--- config.mk ---
export PLATFORM = sky130hd
export DESIGN_NAME = fetch_stage
export DESIGN_NICKNAME = d
export VERILOG_FILES = /design/src/rtl/cpu_types_pkg.sv /design/src/rtl/fetch_btb.sv /design/src/rtl/fetch_stage.sv
export SDC_FILE = /design/constraint.sdc
export NUM_CORES = 1
export LEC_CHECK = 0
export CORE_MARGIN = 2
export CORE_UTILIZATION = 45
export CTS_CLUSTER_SIZE = 40
export DETAILED_ROUTE_END_ITERATION = 6
export DONT_BUFFER_PORTS = 1
export MAX_ROUTING_LAYER = met4
export PLACE_DENSITY_LB_ADDON = 0.3
export SKIP_CTS_REPAIR_TIMING = 1
export SLEW_MARGIN = 10
export SYNTH_ARGS = -nofsm -noshare
export SYNTH_HDL_FRONTEND = slang
export SYNTH_SLANG_ARGS = --single-unit
export TNS_END_PERCENT = 5
--- constraint.sdc ---
create_clock -name CLK -period 7.1 [get_ports CLK]
set_clock_uncertainty 0.15 [all_clocks]
set_input_delay 1.42 -clock CLK [delete_from_list [all_inputs] [get_ports CLK]]
set_output_delay 1.42 -clock CLK [all_outputs]
set_load 0.02 [all_outputs]
--- src/rtl/cpu_types_pkg.sv ---
// Shared fetch types: word, fetch FSM states, PC increment and alignment helper.
// Pure declarations, no logic; imported by fetch_stage and fetch_btb.
// No handshake of its own.
package cpu_types_pkg;

    typedef logic [31:0] word_t;

    typedef enum logic [1:0] {
        REQ    = 2'd0,
        HOLD   = 2'd1,
        DRAIN  = 2'd2,
        HALTED = 2'd3
    } fetch_state_t;

    localparam word_t PC_INC = 32'd4;

    function automatic word_t word_align(input word_t a);
        return a & 32'hFFFF_FFFC;
    endfunction

endpackage

--- src/rtl/fetch_btb.sv ---
// Direct-mapped branch target buffer: combinational lookup, single-cycle update.
// Lookup is zero latency; an update becomes visible to lookups on the following cycle.
// No backpressure: an update strobe is always accepted.
module fetch_btb
    import cpu_types_pkg::*;
#(
    parameter int ENTRIES = 16
) (
    input  logic        CLK,
    input  logic        RST,
    input  logic [31:0] i_lkp_pc,
    output logic        o_hit,
    output logic [31:0] o_tgt,
    input  logic        i_upd_vld,
    input  logic [31:0] i_upd_pc,
    input  logic [31:0] i_upd_tgt
);

    localparam int IDX_W = $clog2(ENTRIES);
    localparam int TAG_W = 30 - IDX_W;

    logic [ENTRIES-1:0] r_vld;
    logic [TAG_W-1:0]   r_tag [ENTRIES];
    word_t              r_tgt [ENTRIES];

    logic [IDX_W-1:0] w_lkp_idx;
    logic [TAG_W-1:0] w_lkp_tag;
    logic [IDX_W-1:0] w_upd_idx;
    logic [TAG_W-1:0] w_upd_tag;
    logic             w_unused;

    assign w_lkp_idx = i_lkp_pc[IDX_W+1:2];
    assign w_lkp_tag = i_lkp_pc[31:IDX_W+2];
    assign w_upd_idx = i_upd_pc[IDX_W+1:2];
    assign w_upd_tag = i_upd_pc[31:IDX_W+2];
    // Byte-offset bits never participate in index or tag.
    assign w_unused  = ^{i_lkp_pc[1:0], i_upd_pc[1:0]};

    assign o_hit = r_vld[w_lkp_idx] && (r_tag[w_lkp_idx] == w_lkp_tag);
    assign o_tgt = r_tgt[w_lkp_idx];

    always_ff @(posedge CLK) begin
        if (RST) begin
            r_vld <= '0;
        end else if (i_upd_vld) begin
            r_vld[w_upd_idx] <= 1'b1;
        end
    end

    always_ff @(posedge CLK) begin
        if (i_upd_vld) begin
            r_tag[w_upd_idx] <= w_upd_tag;
            r_tgt[w_upd_idx] <= i_upd_tgt;
        end
    end

endmodule

--- src/rtl/fetch_stage.sv ---
// Instruction fetch producer feeding the IF/ID latch; optional BTB prediction under FETCH_BTB_EN.
// Zero latency: in REQ the bundle is combinational from iload/ihit.
// ~out_ready parks the bundle in hold registers and stops imem requests until accepted.
module fetch_stage
    import cpu_types_pkg::*;
#(
    parameter logic [31:0] RESET_PC    = 32'h0000_0000,
    parameter int          BTB_ENTRIES = 16
) (
    input  logic        CLK,
    input  logic        RST,
    output logic        iren,
    output logic [31:0] iaddr,
    input  logic        ihit,
    input  logic [31:0] iload,
    output logic        out_valid,
    input  logic        out_ready,
    output logic [31:0] imemload_out,
    output logic [31:0] inst_pc_out,
    output logic [31:0] pcp4_out,
    output logic [31:0] pred_pc_out,
    input  logic        redirect,
    input  logic [31:0] redirect_pc,
    input  logic        halt,
    input  logic        btb_upd,
    input  logic [31:0] btb_upd_pc,
    input  logic [31:0] btb_upd_tgt
);

    fetch_state_t r_state;
    word_t        r_pc;
    word_t        r_pend_pc;
    word_t        r_hold_inst;
    word_t        r_hold_pred;
    logic         r_halt_pend;

    word_t w_pcp4;
    word_t w_pred;
    word_t w_redir_pc;
    word_t w_pend_nxt;
    logic  w_is_req;
    logic  w_is_hold;
    logic  w_is_drain;

    assign w_pcp4     = r_pc + PC_INC;
    assign w_redir_pc = word_align(redirect_pc);
    assign w_pend_nxt = redirect ? w_redir_pc : r_pend_pc;
    assign w_is_req   = (r_state == REQ);
    assign w_is_hold  = (r_state == HOLD);
    assign w_is_drain = (r_state == DRAIN);

`ifdef FETCH_BTB_EN
    logic  w_btb_hit;
    word_t w_btb_tgt;

    fetch_btb #(
        .ENTRIES (BTB_ENTRIES)
    ) u_btb (
        .CLK       (CLK),
        .RST       (RST),
        .i_lkp_pc  (r_pc),
        .o_hit     (w_btb_hit),
        .o_tgt     (w_btb_tgt),
        .i_upd_vld (btb_upd),
        .i_upd_pc  (btb_upd_pc),
        .i_upd_tgt (btb_upd_tgt)
    );

    assign w_pred = w_btb_hit ? word_align(w_btb_tgt) : w_pcp4;
`else
    logic w_unused;

    // Without a BTB the update port is accepted and dropped.
    assign w_unused = ^{btb_upd, btb_upd_pc, btb_upd_tgt, (BTB_ENTRIES > 1)};
    assign w_pred   = w_pcp4;
`endif

    assign iren      = ~RST & (w_is_req | w_is_drain);
    assign iaddr     = r_pc;
    assign out_valid = ~RST & ~redirect & ((w_is_req & ihit) | w_is_hold);

    always_comb begin
        imemload_out = '0;
        inst_pc_out  = '0;
        pcp4_out     = '0;
        pred_pc_out  = '0;
        if (!RST) begin
            if (w_is_req) begin
                imemload_out = iload;
                inst_pc_out  = r_pc;
                pcp4_out     = w_pcp4;
                pred_pc_out  = w_pred;
            end else if (w_is_hold) begin
                imemload_out = r_hold_inst;
                inst_pc_out  = r_pc;
                pcp4_out     = w_pcp4;
                pred_pc_out  = r_hold_pred;
            end
        end
    end

    always_ff @(posedge CLK) begin
        if (RST) begin
            r_state     <= REQ;
            r_pc        <= word_align(RESET_PC);
            r_pend_pc   <= '0;
            r_hold_inst <= '0;
            r_hold_pred <= '0;
            r_halt_pend <= 1'b0;
        end else begin
            case (r_state)
                REQ: begin
                    if (halt) begin
                        r_state <= HALTED;
                    end else if (redirect) begin
                        if (ihit) begin
                            r_pc <= w_redir_pc;
                        end else begin
                            // The outstanding imem request cannot be withdrawn.
                            r_pend_pc   <= w_redir_pc;
                            r_halt_pend <= 1'b0;
                            r_state     <= DRAIN;
                        end
                    end else if (ihit) begin
                        if (out_ready) begin
                            r_pc <= w_pred;
                        end else begin
                            r_hold_inst <= iload;
                            r_hold_pred <= w_pred;
                            r_state     <= HOLD;
                        end
                    end
                end
                HOLD: begin
                    if (halt) begin
                        r_state <= HALTED;
                    end else if (redirect) begin
                        r_pc    <= w_redir_pc;
                        r_state <= REQ;
                    end else if (out_ready) begin
                        r_pc    <= r_hold_pred;
                        r_state <= REQ;
                    end
                end
                DRAIN: begin
                    r_pend_pc <= w_pend_nxt;
                    if (halt) begin
                        r_halt_pend <= 1'b1;
                    end
                    if (ihit) begin
                        if (halt || r_halt_pend) begin
                            r_state <= HALTED;
                        end else begin
                            r_pc    <= w_pend_nxt;
                            r_state <= REQ;
                        end
                    end
                end
                default: begin
                    r_state <= HALTED;
                end
            endcase
        end
    end

endmodule

==> flow_summary.yaml <==
final_layout:
  final_cells: 1240
  fill_cells: 1702
  layout-drive-gt1-share_pct: 7.59
  final_nets: 1142
  antenna_cells: 0
  area.growth.synth_to_final_pct: 7.66
sta:
  setup_violations: 0
  min_period_ns: 5.31
  final.setup.worst_slack_ns: 1.79
  setup_tns_ns: 0
  fmax_ghz: 0.188
  tightest_slew_ns: 1.02
  hold_viol_final: 0
  rsz0062_at_grt: "no"
  min_period_over_period_pct: 74.8
  slew-limit-headroom_pct: 31.5
  slew_viol_final: 0
global_route:
  antenna_found_initial: 0
  grt_pass1_wl_mm: 39.0
  grt_max_degree: 121
  gr-total-overflow: 0
  grt_use_total_pct: 28.1
  grt_pass1_vias: 6788
floorplanning:
  ioPinCount: 297
  rows: 48
  die_h_um: 136
  initial_core_util_pct: 45.7
  dieWidth_um: 136
  die-area_um2: 18500
  core_um2: 17100
routing:
  first_pass_iters: 5
  via_per_inst: 6.28
  wire_per_inst_um: 21.0
  drt_wl_total_mm: 26.0
  drcViolationCount: 0
  drt_iter0_drc: 760
  num_vias: 7789
  ant_nets: 0
synthesis:
  yosys_warnings: 0
  synthArstFlopShare_pct: 0
  synthMuxAreaShare_pct: 6.65
  synth_edf_count: 0
  synth_flop_cell: "dfxtp_1"
  syn_inst: 1073
  synth_cell_types: 65
  yosysTopAreaCell: "dfxtp_1"
  synth_top_cell_area_share_pct: 33.5
  syn_nets: 1213
  synth_compound_area_share_pct: 25.4
  synth-seq-cells: 131
  synthesis.area_um2: 7820
  synth-adder-area-share_pct: 0.800
  synth_area_leaders: "dfxtp_1, a21oi_1, nand2_1"
  ys_seq_area_share_pct: 33.5
  synth_xor_area_share_pct: 2.91
  syn_area_per_cell_um2: 7.29
  yosysMostFrequentCell: "nand2_1"
  synth_top_family_by_area: "compound AO/OA/AOI/OAI gates"
  yosys-top-cells-count: "nand2_1, nor2_1, dfxtp_1"
  synth-simple-area-share_pct: 24.5
worst_setup_path:
  arrival_ns: 3.74
  crit_type: "reg -> out"
  endpoint_kind: "output port"
  reg2reg_to: "r_hold_pred[13]"
  r2r_cells: 8
  r2r_slack_ns: 3.41
  r2r-start: "r_state[0]"
  start_kind: "flop"
  crit_fanout: 8
  crit_required_ns: 5.53
run_status:
  outcome: "completed"
clock_network:
  cts.sink_count: 131
  clk_latency_ns: 0.42
  clockBufferDepth: 2
  cts_tree: "built"
  cts_buffers: 17
  root_buffer: "clkbuf_16"
  cts_max_level: 4
  clkTransAtPathRegs_ns: 0.06
hold_path:
  hold_depth: 2
  hold_path_class: "reg -> reg"
  hold_end: "r_pend_pc[11]"
  hp-start: "r_pend_pc[11]"
power:
  cellPowerDensity_nw_per_um2: 444
  peakVddDrop_mv: 0.204
  p_leak_nw: 2.90
placed_design:
  dp_hpwl_mm: 16.8
  place_ws_ns: 2.26
  place_inst: 1208
  portBuffers: 0
  gp_congestion: 0.886
job:
  drv_cap: 0
-- final cells by class --
type	count	area, um2	share of cell area (%)
clock buffer	23	488	5.79
clock inverter	9	103	1.22
inverter	19	71.3	0.847
multi-input combinational	820	4760	56.5
sequential	131	2620	31.1
tap	225	282	3.34
timing repair buffer	13	97.6	1.16
-- worst max-delay path: stages (launching register included) --
cell,delay [ns]
dfxtp_1,0.76
ha_1,0.37
nand4_1,0.27
or4_1,0.78
nor4_2,0.23
nor2_1,0.11
a211oi_1,0.79
-- registers in the layout, summed over array words and instances, names as in the netlist --
register and count:
iaddr 32, r_halt_pend 1, r_hold_inst 32, r_hold_pred 32, r_pend_pc 32, r_state 2
-- layout by cell type (no fill, tap or decap), types with 4 or more instances in the layout --
cell type and count:
clkbuf_8 4, a32oi_1 4, and2_1 28, o31a_1 4
nand3_1 22, nor4_1 7, dfxtp_1 131, nor2_1 153
clkinv_2 4, a21oi_1 122, or2_2 4, a221oi_1 14
o21ai_0 55, and3_1 6, o221ai_1 6, o211ai_1 4
inv_1 19, a22oi_1 4, nand4_1 15, a211oi_1 54
a31oi_1 6, xnor2_1 15, mux2i_1 43, o221a_2 6
xor2_1 11, ha_1 4, buf_4 13, clkbuf_16 17
nor3_1 9, o22ai_1 4, mux2_2 8, nand2_1 156
-- layer usage --
metal | wire length [um] | GRT usage, % | vias up
met2 | 11200 | 39.7 | 438
met5 | 0 | - | -
met1 | 11400 | 38.6 | 3643
met4 | 739 | 10.5 | 0
li1 | - | - | 3653
met3 | 2670 | 7.05 | 55
-- per-stage QoR --
stage | hold slack (ns) | area (um2) | utilization, % | power [mW]
finish | 0.299 | 8420 | 49.2 | 3.74
CTS | 0.295 | 8420 | 49.2 | 3.73
detailed placement | 0.288 | 7830 | 45.8 | 2.84
global route | 0.317 | 8420 | 49.2 | 3.93
floorplan | 0.283 | 7820 | - | 2.43
global placement | 0.282 | 7830 | 45.8 | 2.82
-- cell families after synthesis --
logic type | Yosys count
flops | 131
mux | 51
xor+xnor | 26
fa+ha+maj | 5
compound gates | 314
buf+inv | 122
simple gates | 424
-- power by group --
part / internal, mW / switching, mW / leakage, nW
combinational: 0.502 / 1.17 / 1.55
clock: 0.552 / 0.336 / 0.285
sequential: 0.872 / 0.311 / 1.07
-- how the worst max path moves through the flow --
stage | start | to | slack [ns] | depth (start not counted)
2_1_floorplan | redirect | out_valid | 2.84 | 5
3_3_place_gp | RST | pred_pc_out[11] | 2.28 | 5
3_5_place_dp | RST | pred_pc_out[11] | 2.26 | 5
4_1_cts | iaddr[2] | pred_pc_out[28] | 1.82 | 6
5_1_grt | iaddr[2] | pred_pc_out[28] | 1.67 | 6
6_report | iaddr[2] | pred_pc_out[28] | 1.79 | 6
Power figures use the tool's default switching activity.
